File: src/rtl/axi_cmd_arbiter_pkg.sv
// Shared definitions for the AXI command arbiter slice: FSM encoding,
// AXI length width and default address width.
package axi_ctrl_pkg;

  localparam int unsigned P_AXI_LEN_WIDTH      = 8;
  localparam int unsigned P_AXI_ADDR_WIDTH_DEF = 32;

  typedef enum logic [1:0] {
    P_ST_IDLE = 2'd0,
    P_ST_CMD  = 2'd1,
    P_ST_GAP  = 2'd2
  } arb_state_e;

  // Width needed to count 0..depth inclusive.
  function automatic int unsigned cnt_width(input int unsigned depth);
    return $clog2(depth + 1);
  endfunction

endpackage

File: src/rtl/axi_cmd_arbiter_if.sv
// Requester / AXI-master / occupancy-status bundle for axi_cmd_arbiter.
// slave modport is the arbiter's view; master modport is the environment's view.
interface axi_cmd_arbiter_if
  import axi_ctrl_pkg::*;
#(
  parameter int unsigned P_AXI_ADDR_WIDTH = P_AXI_ADDR_WIDTH_DEF,
  parameter int unsigned P_DEPTH_BURSTS   = 16
);

  localparam int unsigned P_CNT_WIDTH = cnt_width(P_DEPTH_BURSTS);

  logic                        i_ddr_init;
  logic                        i_wr_valid;
  logic [P_AXI_ADDR_WIDTH-1:0] i_wr_addr;
  logic [P_AXI_LEN_WIDTH-1:0]  i_wr_length;
  logic                        o_wr_ready;
  logic                        i_rd_valid;
  logic [P_AXI_ADDR_WIDTH-1:0] i_rd_addr;
  logic [P_AXI_LEN_WIDTH-1:0]  i_rd_length;
  logic                        o_rd_ready;
  logic                        o_cmd_valid;
  logic                        o_cmd_we;
  logic [P_AXI_ADDR_WIDTH-1:0] o_cmd_addr;
  logic [P_AXI_LEN_WIDTH-1:0]  o_cmd_length;
  logic                        i_cmd_ready;
  logic                        i_wr_done;
  logic [P_CNT_WIDTH-1:0]      o_fill;
  logic                        o_full;
  logic                        o_empty;
  logic                        o_err;

  modport slave (
    input  i_ddr_init,
    input  i_wr_valid, i_wr_addr, i_wr_length,
    output o_wr_ready,
    input  i_rd_valid, i_rd_addr, i_rd_length,
    output o_rd_ready,
    output o_cmd_valid, o_cmd_we, o_cmd_addr, o_cmd_length,
    input  i_cmd_ready,
    input  i_wr_done,
    output o_fill, o_full, o_empty, o_err
  );

  modport master (
    output i_ddr_init,
    output i_wr_valid, i_wr_addr, i_wr_length,
    input  o_wr_ready,
    output i_rd_valid, i_rd_addr, i_rd_length,
    input  o_rd_ready,
    input  o_cmd_valid, o_cmd_we, o_cmd_addr, o_cmd_length,
    output i_cmd_ready,
    output i_wr_done,
    input  o_fill, o_full, o_empty, o_err
  );

endinterface

File: src/rtl/axi_cmd_arbiter_occupancy.sv
// Burst-level occupancy of the DDR ring buffer: reserved (write commands
// issued, not yet read back) and committed (write responses received, not
// yet read back). Produces request eligibility and registered status.
module axi_burst_occupancy
  import axi_ctrl_pkg::*;
#(
  parameter int unsigned P_DEPTH_BURSTS = 16,
  parameter int unsigned P_CNT_WIDTH    = cnt_width(P_DEPTH_BURSTS)
) (
  input  logic                   i_clk,
  input  logic                   r_rst,
  input  logic                   i_wr_valid,
  input  logic                   i_rd_valid,
  input  logic                   i_wr_hs,
  input  logic                   i_rd_hs,
  input  logic                   i_wr_done,
  output logic                   o_wr_elig,
  output logic                   o_rd_elig,
  output logic [P_CNT_WIDTH-1:0] o_fill,
  output logic                   o_full,
  output logic                   o_empty,
  output logic                   o_err
);

  localparam logic [P_CNT_WIDTH-1:0] P_DEPTH_C = P_CNT_WIDTH'(P_DEPTH_BURSTS);
  localparam logic [P_CNT_WIDTH-1:0] P_ONE_C   = P_CNT_WIDTH'(1);

  logic [P_CNT_WIDTH-1:0] reserved_q, reserved_d;
  logic [P_CNT_WIDTH-1:0] committed_q, committed_d;
  logic [P_CNT_WIDTH-1:0] fill_q;
  logic                   full_q, empty_q, err_q, err_d;
  logic                   done_ok;
  logic                   done_bad;

  assign done_bad = i_wr_done && (committed_q == reserved_q);
  assign done_ok  = i_wr_done && (committed_q != reserved_q);

  assign o_wr_elig = i_wr_valid && (reserved_q < P_DEPTH_C);
  assign o_rd_elig = i_rd_valid && (committed_q != '0);

  // Next counter values; opposing +1/-1 in one cycle cancel out.
  always_comb begin
    reserved_d  = reserved_q;
    committed_d = committed_q;
    err_d       = err_q | done_bad;
    case ({i_wr_hs, i_rd_hs})
      2'b10:   reserved_d = reserved_q + P_ONE_C;
      2'b01:   reserved_d = reserved_q - P_ONE_C;
      default: reserved_d = reserved_q;
    endcase
    case ({done_ok, i_rd_hs})
      2'b10:   committed_d = committed_q + P_ONE_C;
      2'b01:   committed_d = committed_q - P_ONE_C;
      default: committed_d = committed_q;
    endcase
  end

  // Counters and their registered status views, updated on the same edge.
  always_ff @(posedge i_clk or posedge r_rst) begin
    if (r_rst) begin
      reserved_q  <= '0;
      committed_q <= '0;
      fill_q      <= '0;
      full_q      <= 1'b0;
      empty_q     <= 1'b0;
      err_q       <= 1'b0;
    end else begin
      reserved_q  <= reserved_d;
      committed_q <= committed_d;
      fill_q      <= committed_d;
      full_q      <= (reserved_d == P_DEPTH_C);
      empty_q     <= (committed_d == '0);
      err_q       <= err_d;
    end
  end

  assign o_fill  = fill_q;
  assign o_full  = full_q;
  assign o_empty = empty_q;
  assign o_err   = err_q;

endmodule

File: src/rtl/axi_cmd_arbiter.sv
// Round-robin arbiter sharing one AXI command port between the write-side
// and read-side address controllers, gated by ring-buffer occupancy.
// One registered command in flight at a time: IDLE -> CMD -> GAP.
module axi_cmd_arbiter
  import axi_ctrl_pkg::*;
#(
  parameter int unsigned P_AXI_ADDR_WIDTH = P_AXI_ADDR_WIDTH_DEF,
  parameter int unsigned P_DEPTH_BURSTS   = 16
) (
  input  logic              i_clk,
  input  logic              r_rst,
  axi_cmd_arbiter_if.slave  bus
);

  localparam int unsigned P_CNT_WIDTH = cnt_width(P_DEPTH_BURSTS);

  arb_state_e                  state_q;
  logic                        rr_rd_q;
  logic                        cmd_valid_q;
  logic                        cmd_we_q;
  logic [P_AXI_ADDR_WIDTH-1:0] cmd_addr_q;
  logic [P_AXI_LEN_WIDTH-1:0]  cmd_len_q;
  logic                        wr_ready_q;
  logic                        rd_ready_q;
  logic                        init_meta_q, init_sync_q;

  logic                        wr_elig, rd_elig;
  logic                        grant_wr_d, grant_rd_d;
  logic                        cmd_hs;

  assign cmd_hs = cmd_valid_q && bus.i_cmd_ready;

  // Two-flop synchroniser for the asynchronous calibration-done flag.
  always_ff @(posedge i_clk or posedge r_rst) begin
    if (r_rst) begin
      init_meta_q <= 1'b0;
      init_sync_q <= 1'b0;
    end else begin
      init_meta_q <= bus.i_ddr_init;
      init_sync_q <= init_meta_q;
    end
  end

  axi_burst_occupancy #(
    .P_DEPTH_BURSTS (P_DEPTH_BURSTS),
    .P_CNT_WIDTH    (P_CNT_WIDTH)
  ) u_occ (
    .i_clk      (i_clk),
    .r_rst      (r_rst),
    .i_wr_valid (bus.i_wr_valid),
    .i_rd_valid (bus.i_rd_valid),
    .i_wr_hs    (cmd_hs && cmd_we_q),
    .i_rd_hs    (cmd_hs && !cmd_we_q),
    .i_wr_done  (bus.i_wr_done),
    .o_wr_elig  (wr_elig),
    .o_rd_elig  (rd_elig),
    .o_fill     (bus.o_fill),
    .o_full     (bus.o_full),
    .o_empty    (bus.o_empty),
    .o_err      (bus.o_err)
  );

  // Grant decision in IDLE: RR pointer breaks ties, a lone eligible side wins.
  always_comb begin
    grant_wr_d = 1'b0;
    grant_rd_d = 1'b0;
    if (state_q == P_ST_IDLE && init_sync_q) begin
      if (wr_elig && rd_elig) begin
        grant_rd_d = rr_rd_q;
        grant_wr_d = !rr_rd_q;
      end else begin
        grant_wr_d = wr_elig;
        grant_rd_d = rd_elig;
      end
    end
  end

  // Arbiter FSM with registered command payload and ready pulses.
  always_ff @(posedge i_clk or posedge r_rst) begin
    if (r_rst) begin
      state_q     <= P_ST_IDLE;
      rr_rd_q     <= 1'b0;
      cmd_valid_q <= 1'b0;
      cmd_we_q    <= 1'b0;
      cmd_addr_q  <= '0;
      cmd_len_q   <= '0;
      wr_ready_q  <= 1'b0;
      rd_ready_q  <= 1'b0;
    end else begin
      wr_ready_q <= 1'b0;
      rd_ready_q <= 1'b0;
      case (state_q)
        P_ST_IDLE: begin
          if (grant_wr_d || grant_rd_d) begin
            cmd_valid_q <= 1'b1;
            cmd_we_q    <= grant_wr_d;
            cmd_addr_q  <= grant_wr_d ? bus.i_wr_addr : bus.i_rd_addr;
            cmd_len_q   <= grant_wr_d ? bus.i_wr_length : bus.i_rd_length;
            wr_ready_q  <= grant_wr_d;
            rd_ready_q  <= grant_rd_d;
            state_q     <= P_ST_CMD;
          end
        end
        P_ST_CMD: begin
          if (bus.i_cmd_ready) begin
            cmd_valid_q <= 1'b0;
            rr_rd_q     <= cmd_we_q;
            state_q     <= P_ST_GAP;
          end
        end
        P_ST_GAP: begin
          state_q <= P_ST_IDLE;
        end
        default: begin
          cmd_valid_q <= 1'b0;
          state_q     <= P_ST_IDLE;
        end
      endcase
    end
  end

  assign bus.o_wr_ready   = wr_ready_q;
  assign bus.o_rd_ready   = rd_ready_q;
  assign bus.o_cmd_valid  = cmd_valid_q;
  assign bus.o_cmd_we     = cmd_we_q;
  assign bus.o_cmd_addr   = cmd_addr_q;
  assign bus.o_cmd_length = cmd_len_q;

endmodule

File: src/flat_wrapper.sv
// flat-port wrapper written by rule: the top's interface ports become plain ports
module axi_cmd_arbiter_flat import axi_ctrl_pkg::*;
#(
  parameter int unsigned P_AXI_ADDR_WIDTH = P_AXI_ADDR_WIDTH_DEF,
  parameter int unsigned P_DEPTH_BURSTS   = 16
)
  (i_clk, r_rst, bus_i_ddr_init, bus_i_wr_valid, bus_i_wr_addr, bus_i_wr_length, bus_o_wr_ready, bus_i_rd_valid, bus_i_rd_addr, bus_i_rd_length, bus_o_rd_ready, bus_o_cmd_valid, bus_o_cmd_we, bus_o_cmd_addr, bus_o_cmd_length, bus_i_cmd_ready, bus_i_wr_done, bus_o_fill, bus_o_full, bus_o_empty, bus_o_err);
  axi_cmd_arbiter_if #(.P_AXI_ADDR_WIDTH(P_AXI_ADDR_WIDTH), .P_DEPTH_BURSTS(P_DEPTH_BURSTS)) bus_i ();
  input  logic i_clk;
  input  logic r_rst;
  input wire logic [$bits(bus_i.i_ddr_init)-1:0] bus_i_ddr_init;
  input wire logic [$bits(bus_i.i_wr_valid)-1:0] bus_i_wr_valid;
  input wire logic [$bits(bus_i.i_wr_addr)-1:0] bus_i_wr_addr;
  input wire logic [$bits(bus_i.i_wr_length)-1:0] bus_i_wr_length;
  output wire logic [$bits(bus_i.o_wr_ready)-1:0] bus_o_wr_ready;
  input wire logic [$bits(bus_i.i_rd_valid)-1:0] bus_i_rd_valid;
  input wire logic [$bits(bus_i.i_rd_addr)-1:0] bus_i_rd_addr;
  input wire logic [$bits(bus_i.i_rd_length)-1:0] bus_i_rd_length;
  output wire logic [$bits(bus_i.o_rd_ready)-1:0] bus_o_rd_ready;
  output wire logic [$bits(bus_i.o_cmd_valid)-1:0] bus_o_cmd_valid;
  output wire logic [$bits(bus_i.o_cmd_we)-1:0] bus_o_cmd_we;
  output wire logic [$bits(bus_i.o_cmd_addr)-1:0] bus_o_cmd_addr;
  output wire logic [$bits(bus_i.o_cmd_length)-1:0] bus_o_cmd_length;
  input wire logic [$bits(bus_i.i_cmd_ready)-1:0] bus_i_cmd_ready;
  input wire logic [$bits(bus_i.i_wr_done)-1:0] bus_i_wr_done;
  output wire logic [$bits(bus_i.o_fill)-1:0] bus_o_fill;
  output wire logic [$bits(bus_i.o_full)-1:0] bus_o_full;
  output wire logic [$bits(bus_i.o_empty)-1:0] bus_o_empty;
  output wire logic [$bits(bus_i.o_err)-1:0] bus_o_err;
  assign bus_i.i_ddr_init = bus_i_ddr_init;
  assign bus_i.i_wr_valid = bus_i_wr_valid;
  assign bus_i.i_wr_addr = bus_i_wr_addr;
  assign bus_i.i_wr_length = bus_i_wr_length;
  assign bus_o_wr_ready = bus_i.o_wr_ready;
  assign bus_i.i_rd_valid = bus_i_rd_valid;
  assign bus_i.i_rd_addr = bus_i_rd_addr;
  assign bus_i.i_rd_length = bus_i_rd_length;
  assign bus_o_rd_ready = bus_i.o_rd_ready;
  assign bus_o_cmd_valid = bus_i.o_cmd_valid;
  assign bus_o_cmd_we = bus_i.o_cmd_we;
  assign bus_o_cmd_addr = bus_i.o_cmd_addr;
  assign bus_o_cmd_length = bus_i.o_cmd_length;
  assign bus_i.i_cmd_ready = bus_i_cmd_ready;
  assign bus_i.i_wr_done = bus_i_wr_done;
  assign bus_o_fill = bus_i.o_fill;
  assign bus_o_full = bus_i.o_full;
  assign bus_o_empty = bus_i.o_empty;
  assign bus_o_err = bus_i.o_err;
  axi_cmd_arbiter #(.P_AXI_ADDR_WIDTH(P_AXI_ADDR_WIDTH), .P_DEPTH_BURSTS(P_DEPTH_BURSTS)) u_core (.i_clk(i_clk), .r_rst(r_rst), .bus(bus_i));
endmodule
File: config.mk
export PLATFORM = sky130hd
export DESIGN_NAME = axi_cmd_arbiter_flat
export DESIGN_NICKNAME = d
export VERILOG_FILES = /design/src/rtl/axi_cmd_arbiter_pkg.sv /design/src/rtl/axi_cmd_arbiter_if.sv /design/src/rtl/axi_cmd_arbiter_occupancy.sv /design/src/rtl/axi_cmd_arbiter.sv /design/src/flat_wrapper.sv
export SDC_FILE = /design/constraint.sdc
export NUM_CORES = 1
export LEC_CHECK = 0
export CAP_MARGIN = 20
export CORE_MARGIN = 4
export CORE_UTILIZATION = 31
export CTS_BUF_LIST = sky130_fd_sc_hd__clkbuf_16
export CTS_CLUSTER_SIZE = 40
export DETAILED_ROUTE_END_ITERATION = 16
export MAX_ROUTING_LAYER = met4
export SKIP_CTS_REPAIR_TIMING = 1
export SLEW_MARGIN = 10
export SYNTH_ARGS = -nofsm -noshare
export SYNTH_HDL_FRONTEND = slang
export SYNTH_SLANG_ARGS = --single-unit
File: constraint.sdc
create_clock -name i_clk -period 7.5 [get_ports i_clk]
set_input_delay 1.5 -clock i_clk [delete_from_list [all_inputs] [get_ports i_clk]]
set_output_delay 1.5 -clock i_clk [all_outputs]
set_load 0.05 [all_outputs]
# Word-level counts from Yosys, hierarchy flattened
# Index checks and enable logic that the tools add are counted.
[classes]
bitwise = 2
reduce_logical = 19
n_eq_ne = 11
n_addsub = 4
mux = 18
order_cmp = 1
[op_table]
columns = ["op", "count"]
rows = [
  ["$mux W32", 1],
  ["$pmux W5 S2", 2],
  ["$add A5 B1 Y5 const B", 2],
  ["$mux W1", 10],
  ["$sub A5 B1 Y5 const B", 2],
  ["$logic_and A1 B1 Y1", 9],
  ["$mux W8", 1],
  ["$eq A2 B1 Y1 const B", 3],
  ["$eq A2 B2 Y1 const B", 3],
  ["$reduce_and A2 Y1", 3],
  ["$eq A5 B5 Y1", 1],
  ["$eq A5 B5 Y1 const B", 1],
  ["$logic_not A5 Y1", 1],
  ["$lt A5 B5 Y1 const B", 1],
  ["$ne A5 B5 Y1", 1],
  ["$reduce_bool A5 Y1", 1],
  ["$mux W2", 2],
  ["$ne A2 B2 Y1 const B", 2],
  ["$pmux W2 S2", 1],
  ["$pmux W1 S3", 1],
  ["$reduce_and A3 Y1", 1],
  ["$logic_not A1 Y1", 2],
  ["$logic_not A2 Y1", 1],
  ["$logic_or A1 B1 Y1", 1],
  ["other kinds (2)", 2],
]
[word_totals]
inputBits = 87
wordCells = 70
ff_bits = 62
out_inout_bits = 52

# Logic depth before layout (Yosys ltp)
[depth]
ltp_word = 8
depth_mapped = 13
mapped_depth_nobuf = 11

# Cells and area by module
# A second synthesis with hierarchy kept.
[hier_totals]
cells_unflattened = 353
area_unflattened_um2 = 3276.9
[modules_own_cells]
columns = ["mod", "cells_each", "n_inst", "area_each_um2", "seq_area_each_um2"]
rows = [
  ["axi_cmd_arbiter", 264, 1, 2399.8, 1226.2],
  ["axi_burst_occupancy", 89, 1, 877.1, 325.3],
]

# Worst setup path after synthesis
# Ideal clock, no wire load.
[synth_timing]
kind = "input to register"
startpoint = "input bus_i_cmd_ready"
endpoint = "register u_core.u_occ.empty_q, in the netlist u_core.u_occ.o_empty"
path_stages = 11
path_buffers = 1
setup_ps = 105
setup_slack_ps = 3893
arrival_ps = 3502
t_required_ps = 7395
cell_sequence = "nand3_1 -> inv_1 -> ha_1 -> clkbuf_1 -> xor2_1 -> ha_1 -> a21oi_1 -> or3_1 -> a221oi_1 -> xor2_1 -> nor4b_1"
[synth_via]
elab_chain_cells = 5
word_cells_on_any_way = 6
cone_classes = "eq/ne: 2; mux: 1; reduce/logical: 3"
[synth_lines]
columns = ["item", "line", "rtl"]
rows = [
  ["from (decl)", "flat_wrapper.sv:24", "input wire logic [$bits(bus_i.i_cmd_ready)-1:0] bus_i_cmd_ready;"],
  ["$logic_and A1 B1 Y1 *", "axi_cmd_arbiter.sv:31", "assign cmd_hs = cmd_valid_q && bus.i_cmd_ready;"],
  ["$logic_and A1 B1 Y1 *", "axi_cmd_arbiter.sv:53", ".i_rd_hs (cmd_hs && !cmd_we_q),"],
  ["$eq A2 B1 Y1 / $eq A2 B2 Y1 (equally long branches)", "axi_cmd_arbiter_occupancy.sv:51", "case ({done_ok, i_rd_hs})"],
  ["$pmux W5 S2 *", "axi_cmd_arbiter_occupancy.sv:51", ""],
  ["via u_core.u_occ.committed_d[4]", "axi_cmd_arbiter_occupancy.sv:29", "logic [P_CNT_WIDTH-1:0] committed_q, committed_d;"],
  ["$logic_not A5 Y1 *", "axi_cmd_arbiter_occupancy.sv:72", "empty_q <= (committed_d == '0);"],
  ["to (signal assigned)", "axi_cmd_arbiter_occupancy.sv:72", ""],
  ["to (decl)", "axi_cmd_arbiter_occupancy.sv:31", "logic full_q, empty_q, err_q, err_d;"],
]
# The timed path passes the listed nets; every way through them passes the cells marked *.
# A chain may end at the register's enable or synchronous reset.

# Worst setup path in the final report
# Same ends and word-level chain as after synthesis.

==> impl_metrics.py <==
metrics = {
    "global_routing": {
        "grt_pass1_wl_mm": 12.32,
        "grt_max_degree": 83,
        "overflow": 0,
        "grt_pass1_vias": 2558,
        "antenna_found_initial": 0,
        "grt_use_total": 0.1393,
    },
    "yosys": {
        "avgSynthCellArea_sq_um": 10.64,
        "synth_edf_count": 0,
        "syn_nets": 383,
        "synth_cell_type_count": 43,
        "ys_async_sr_fraction": 1.000,
        "synth_commonest_cells": "62 x dfrtp_1, 45 x a21oi_1, 44 x nor2_1",
        "dominantRegCellSynth": "dfrtp_1",
        "ys_seq_elements": 62,
        "synth_most_common_cell": "dfrtp_1",
        "yosys.area.top_type": "dfrtp_1",
        "synthTopCellsByArea": "dfrtp_1 50%, mux2i_1 13%, a21oi_1 7.3%, nor2_1 5.4%, ha_1 2.4%",
        "synth_cells": 289,
        "ys_seq_area_frac": 0.5045,
        "ys_warn_count": 0,
        "netlist_area_sq_mm": 0.003075,
        "netlist.area_leader.share": 0.5045,
    },
    "floorplanning": {
        "num_rows": 36,
        "start_util": 0.3161,
        "core_area_sq_mm": 0.009729,
        "dieArea_sq_mm": 0.01158,
        "io_pins": 139,
        "die_w_microns": 107.6,
        "die_h_microns": 107.6,
    },
    "sta": {
        "tns_ps": 0,
        "fin_crit_sh": 0.5346,
        "rsz0062_at_grt": "false",
        "skew_ps": 6.285,
        "hold_viol_final": 0,
        "worstMarginPinSlew_ps": 777.7,
        "min_period_ps": 4010,
        "fmax_ghz": 0.2494,
        "setup_viol": 0,
        "max_slew_margin": 0.4816,
        "setup_ws_ps": 3490,
        "slew_viol_final": 0,
    },
    "clock_network": {
        "clk_latency_ps": 320,
        "numCtsBuffers": 9,
        "htreeDepth": 3,
        "clk_pin_slew_worst_paths_ps": 50,
        "root_buffer": "clkbuf_16",
        "clockBufferDepth": 2,
        "cts.sinks": 62,
        "cts_tree": "done",
    },
    "worst_setup_path": {
        "reg2reg_setup_slack_ps": 4370,
        "cp_data_arrival_time_ps": 4230,
        "critPathKind": "in2reg",
        "crit_chain": "clkdlybuf4s50_1 > nand3_1 > inv_1 > ha_1 > xor2_1 > ha_1 > a21oi_1 > or3_1 > a221oi_1 > xor2_1 > nor4b_1",
        "crit_required_ps": 7720,
        "reg2reg_from": "u_core.u_occ.o_fill[3]",
        "reg2reg_depth": 11,
        "path_max_fanout": 9,
        "cp-end-kind": "register",
        "critPathLaunchType": "input port",
        "slowest_stage": "clkdlybuf4s50_1",
        "max_stage_delay_ps": 540,
        "timing.rr.end": "u_core.u_occ.o_empty",
    },
    "cells_and_area": {
        "num-fill-cells": 941,
        "multi_input_area_sq_mm": 0.001366,
        "final_util": 0.4954,
        "syn2layout_area_growth_pct": 56.71,
        "antennaDiodeCount": 0,
        "layout-drive-gt1-share": 0.06061,
        "final_nets": 518,
        "fin_cells": 562,
        "seq_area_sq_mm": 0.001551,
    },
    "detailed_routing": {
        "first_iter_violations": 48,
        "postRouteAntennaNets": 0,
        "firstDrtPassIters": 4,
        "vias": 2544,
        "routed_wl_mm": 7.599,
        "drc": 0,
        "wl_per_cell_microns": 13.52,
        "vias_per_cell": 4.527,
    },
    "place": {
        "gp_congestion": 0.8309,
        "io_buffers": 138,
        "dp_cells": 546,
        "pre_cts_slack_ps": 3164,
        "hpwl_mm": 5.611,
    },
    "min_path": {
        "whs_path_depth": 0,
        "hold_path_class": "reg2reg",
        "holdPathEnd": "u_core.init_sync_q",
        "min_from": "u_core.init_meta_q",
    },
    "pwr": {
        "power.static_leakage_nw": 1.927,
        "power_mw": 2.243,
        "peakVddDrop_uv": 182.9,
        "power-per-cell-area_mw_per_mm2": 465.5,
    },
    "run_status": {
        "status": "complete, no violations",
    },
    "run": {
        "cap_violations": 0,
    },
}
-- report_power, final --
| part | leakage, nW | total [mW] | switching, mW | internal, mW |
|---|---|---|---|---|
| clock network | 0.133 | 0.398 | 0.144 | 0.254 |
| logic | 1.09 | 1.23 | 0.780 | 0.453 |
| registers | 0.708 | 0.613 | 0.124 | 0.489 |
-- layout make-up --
type                            count  area share
Inverter                           11    0.008567
Tap cell                          133     0.03453
Clock buffer                        9     0.04673
Timing Repair Buffer              141      0.2913
Sequential cell                    62      0.3219
Clock inverter                      7     0.01350
Multi-Input combinational cell    199      0.2835
-- kinds of logic after synthesis --
| kind of cell | share of synthesized area |
|---|---|
| compound gates | 0.1343 |
| buf+inv | 0.05167 |
| xor+xnor | 0.03987 |
| fa+ha+maj | 0.03092 |
| mux | 0.1412 |
| flops | 0.5045 |
| simple gates | 0.09764 |
-- worst max-delay path, delay by kind of cell --
| family | cells | cell delay (ps) |
|---|---|---|
| xor+xnor | 2 | 350 |
| compound gates | 2 | 410 |
| simple gates | 3 | 740 |
| buf+inv | 2 | 660 |
| fa+ha+maj | 2 | 570 |
-- sequential cells by signal, indices dropped and copies added (netlist names) --
signal	cells
u_core.bus.o_cmd_addr	32
u_core.bus.o_cmd_length	8
u_core.u_occ.o_fill	5
u_core.u_occ.reserved_q	5
u_core.state_q	2
u_core.bus.o_cmd_valid	1
u_core.bus.o_cmd_we	1
u_core.bus.o_rd_ready	1
u_core.bus.o_wr_ready	1
u_core.init_meta_q	1
u_core.init_sync_q	1
u_core.rr_rd_q	1
u_core.u_occ.o_empty	1
u_core.u_occ.o_err	1
u_core.u_occ.o_full	1
-- per-layer routing --
layer / track usage / wire, microns / up-vias / share of wire
met4: 0.03968 / 86 / 0 / 0.011
li1: - / - / 1275 / -
met5: - / 0 / - / 0
met3: 0.04559 / 505 / 8 / 0.066
met1: 0.1657 / 3198 / 1183 / 0.42
met2: 0.2269 / 3808 / 78 / 0.50
-- metrics by stage --
stage	hold WS [ps]	instance area, sq um
finish	347.5	4820
global route	366.3	4820
CTS	349.4	4820
detailed placement	337.9	4529
global placement	336.0	4529
floorplan	331.2	3075
-- placed cells by master, fill, tap and decap left out, drive strengths merged, types with 2 or more instances in the layout --
cell | synthesis | routed
a211oi | 3 | 3
a21o | 2 | 2
a21oi | 46 | 46
buf | 6 | 3
clkbuf | 11 | 9
clkdlybuf4s50 | 0 | 138
clkinv | 0 | 3
clkinvlp | 0 | 3
dfrtp | 62 | 62
ha | 6 | 6
inv | 11 | 11
mux2 | 3 | 3
mux2i | 40 | 40
nand2 | 6 | 6
nor2 | 44 | 44
nor2b | 2 | 2
nor3b | 2 | 2
o21a | 3 | 3
o21ai | 4 | 4
o21bai | 3 | 3
xnor2 | 6 | 6
xor2 | 8 | 8
-- worst max-delay path by stage --
stage | from | end | slack [ps] | cells past startpoint
floorplan | bus_i_cmd_ready | u_core.u_occ.o_empty | 3890 | 11
global placement | bus_i_cmd_ready | u_core.u_occ.o_empty | 3290 | 11
detailed placement | bus_i_cmd_ready | u_core.u_occ.o_empty | 3160 | 11
CTS | bus_i_cmd_ready | u_core.u_occ.o_empty | 3500 | 11
global route | bus_i_cmd_ready | u_core.u_occ.o_empty | 3150 | 11
finish | bus_i_cmd_ready | u_core.u_occ.o_empty | 3490 | 11
No activity file was read; power rests on OpenSTA's default activity.
==> variant: new RTL, same flow settings <==
`P_DEPTH_BURSTS` is set to 16 in 4 places; all go to 32.
--- a/src/rtl/axi_cmd_arbiter_if.sv
+++ b/src/rtl/axi_cmd_arbiter_if.sv
@@ -4,7 +4,7 @@
   import axi_ctrl_pkg::*;
 #(
   parameter int unsigned P_AXI_ADDR_WIDTH = P_AXI_ADDR_WIDTH_DEF,
-  parameter int unsigned P_DEPTH_BURSTS   = 16
+  parameter int unsigned P_DEPTH_BURSTS   = 32
 );
 
   localparam int unsigned P_CNT_WIDTH = cnt_width(P_DEPTH_BURSTS);
--- a/src/rtl/axi_cmd_arbiter_occupancy.sv
+++ b/src/rtl/axi_cmd_arbiter_occupancy.sv
@@ -4,7 +4,7 @@
 module axi_burst_occupancy
   import axi_ctrl_pkg::*;
 #(
-  parameter int unsigned P_DEPTH_BURSTS = 16,
+  parameter int unsigned P_DEPTH_BURSTS = 32,
   parameter int unsigned P_CNT_WIDTH    = cnt_width(P_DEPTH_BURSTS)
 ) (
   input  logic                   i_clk,
--- a/src/rtl/axi_cmd_arbiter.sv
+++ b/src/rtl/axi_cmd_arbiter.sv
@@ -5,7 +5,7 @@
   import axi_ctrl_pkg::*;
 #(
   parameter int unsigned P_AXI_ADDR_WIDTH = P_AXI_ADDR_WIDTH_DEF,
-  parameter int unsigned P_DEPTH_BURSTS   = 16
+  parameter int unsigned P_DEPTH_BURSTS   = 32
 ) (
   input  logic              i_clk,
   input  logic              r_rst,
--- a/src/flat_wrapper.sv
+++ b/src/flat_wrapper.sv
@@ -2,7 +2,7 @@
 module axi_cmd_arbiter_flat import axi_ctrl_pkg::*;
 #(
   parameter int unsigned P_AXI_ADDR_WIDTH = P_AXI_ADDR_WIDTH_DEF,
-  parameter int unsigned P_DEPTH_BURSTS   = 16
+  parameter int unsigned P_DEPTH_BURSTS   = 32
 )
   (i_clk, r_rst, bus_i_ddr_init, bus_i_wr_valid, bus_i_wr_addr, bus_i_wr_length, bus_o_wr_ready, bus_i_rd_valid, bus_i_rd_addr, bus_i_rd_length, bus_o_rd_ready, bus_o_cmd_valid, bus_o_cmd_we, bus_o_cmd_addr, bus_o_cmd_length, bus_i_cmd_ready, bus_i_wr_done, bus_o_fill, bus_o_full, bus_o_empty, bus_o_err);
   axi_cmd_arbiter_if #(.P_AXI_ADDR_WIDTH(P_AXI_ADDR_WIDTH), .P_DEPTH_BURSTS(P_DEPTH_BURSTS)) bus_i ();
Interface: changed (resized bus_o_fill); port bits go from 139 to 140. The function was not compared with the original's and may differ.
==> variant against the unedited design <==
Maximum frequency is 0.67% higher; count of clock-buffer cells in the layout unchanged; power is 3.4% higher; global-route usage is 1.2 points higher; worst setup slack better by 0.027 ns; sequential cell count up 2; routed wire length grew 15%; final area is 3.3% higher; area after synthesis up 5.5%.
==> variant: results <==
metrics = {
    "timing": {
        "post-route-period-util": 0.531,
        "clock_skew_ns": 0.00931,
        "hold_slack_ns": 0.350,
        "worst_pin_slew_ns": 0.859,
    },
    "route": {
        "vias": 2957,
        "m1WireLength_um": 3900,
        "drt-initial-drc-count": 101,
        "via_per_inst": 4.71,
        "dr_wl_met3_um": 715,
        "wl_um": 8770,
    },
    "global_route": {
        "grt.total_usage": 0.151,
        "grt_max_degree": 67,
        "grt_pass1_vias": 2862,
        "grt_use_met2": 0.227,
        "use_met3": 0.0524,
        "grt_pass1_wl_um": 13800,
    },
    "place": {
        "hpwlAfterDp_um": 6370,
        "gp_congestion": 0.808,
        "portBuffers": 139,
        "placed_cells": 612,
        "preCtsSetupSlack_ns": 3.16,
        "placed_cell_area_sq_um": 4700,
    },
    "pwr": {
        "p_switching_w": 0.00109,
        "comb-power_w": 0.00129,
        "peakVddDrop_v": 0.000199,
        "seq_power_share": 0.276,
        "p_clk_frac": 0.170,
        "power.leakage_nw": 2.09,
    },
    "critical_path": {
        "r2r-start": "u_core.u_occ.o_fill[0]",
        "crit_arrival_ns": 4.22,
        "crit_end": "u_core.u_occ.o_empty",
        "path_max_fanout": 13,
        "r2r_slack_ns": 4.39,
        "cp-startpoint": "bus_i_cmd_ready",
        "critPathMaxStageDelay_ns": 0.50,
    },
    "logic_synthesis": {
        "synth_nets": 452,
        "synthDistinctLibCells": 45,
        "synthCells": 357,
        "synth_area_leaders": "dfrtp_1 (49%), nand2_1 (10%), a31oi_1 (7.7%)",
        "ys_top_cells_by_count": "nand2_1 (88), dfrtp_1 (64), nor2_1 (48)",
    },
    "clocking": {
        "cts_root_buffer": "clkbuf_16",
    },
    "worst_hold_path": {
        "hold_end": "u_core.init_sync_q",
    },
    "run_status": {
        "status": "complete, no violations",
    },
    "layout": {
        "drive_gt1_frac": 0.0589,
    },
}
==> variant: cell count changes in the layout (fill, tap and decap cells not counted), sizes merged, moves of 4 or more <==
cell and change:
inv -4, or3 +4, nand2 +83, a31oi +40, mux2i -39, o21ai +6, nor2 +4, a21oi -36
==> variant: logic make-up (layout without fill, tap and decap cells) <==
group | Yosys count | count (layout) | share of synthesized area
xor+xnor | 17 | 17 | 0.0459
compound gates | 72 | 72 | 0.144
simple gates | 164 | 164 | 0.223
fa+ha+maj | 8 | 8 | 0.0332
mux | 4 | 4 | 0.0135
flops | 64 | 64 | 0.494
buf+inv | 28 | 163 | 0.0474
==> variant: layout make-up <==
class | count | area, sq um
clock buffers | 9 | 225
clock inverters | 7 | 55.1
fillers | 1016 | 5300
inverters | 6 | 23.8
multi-input cells | 265 | 1500
flip-flops and latches | 64 | 1600
well taps | 136 | 170
repair buffers | 141 | 1410
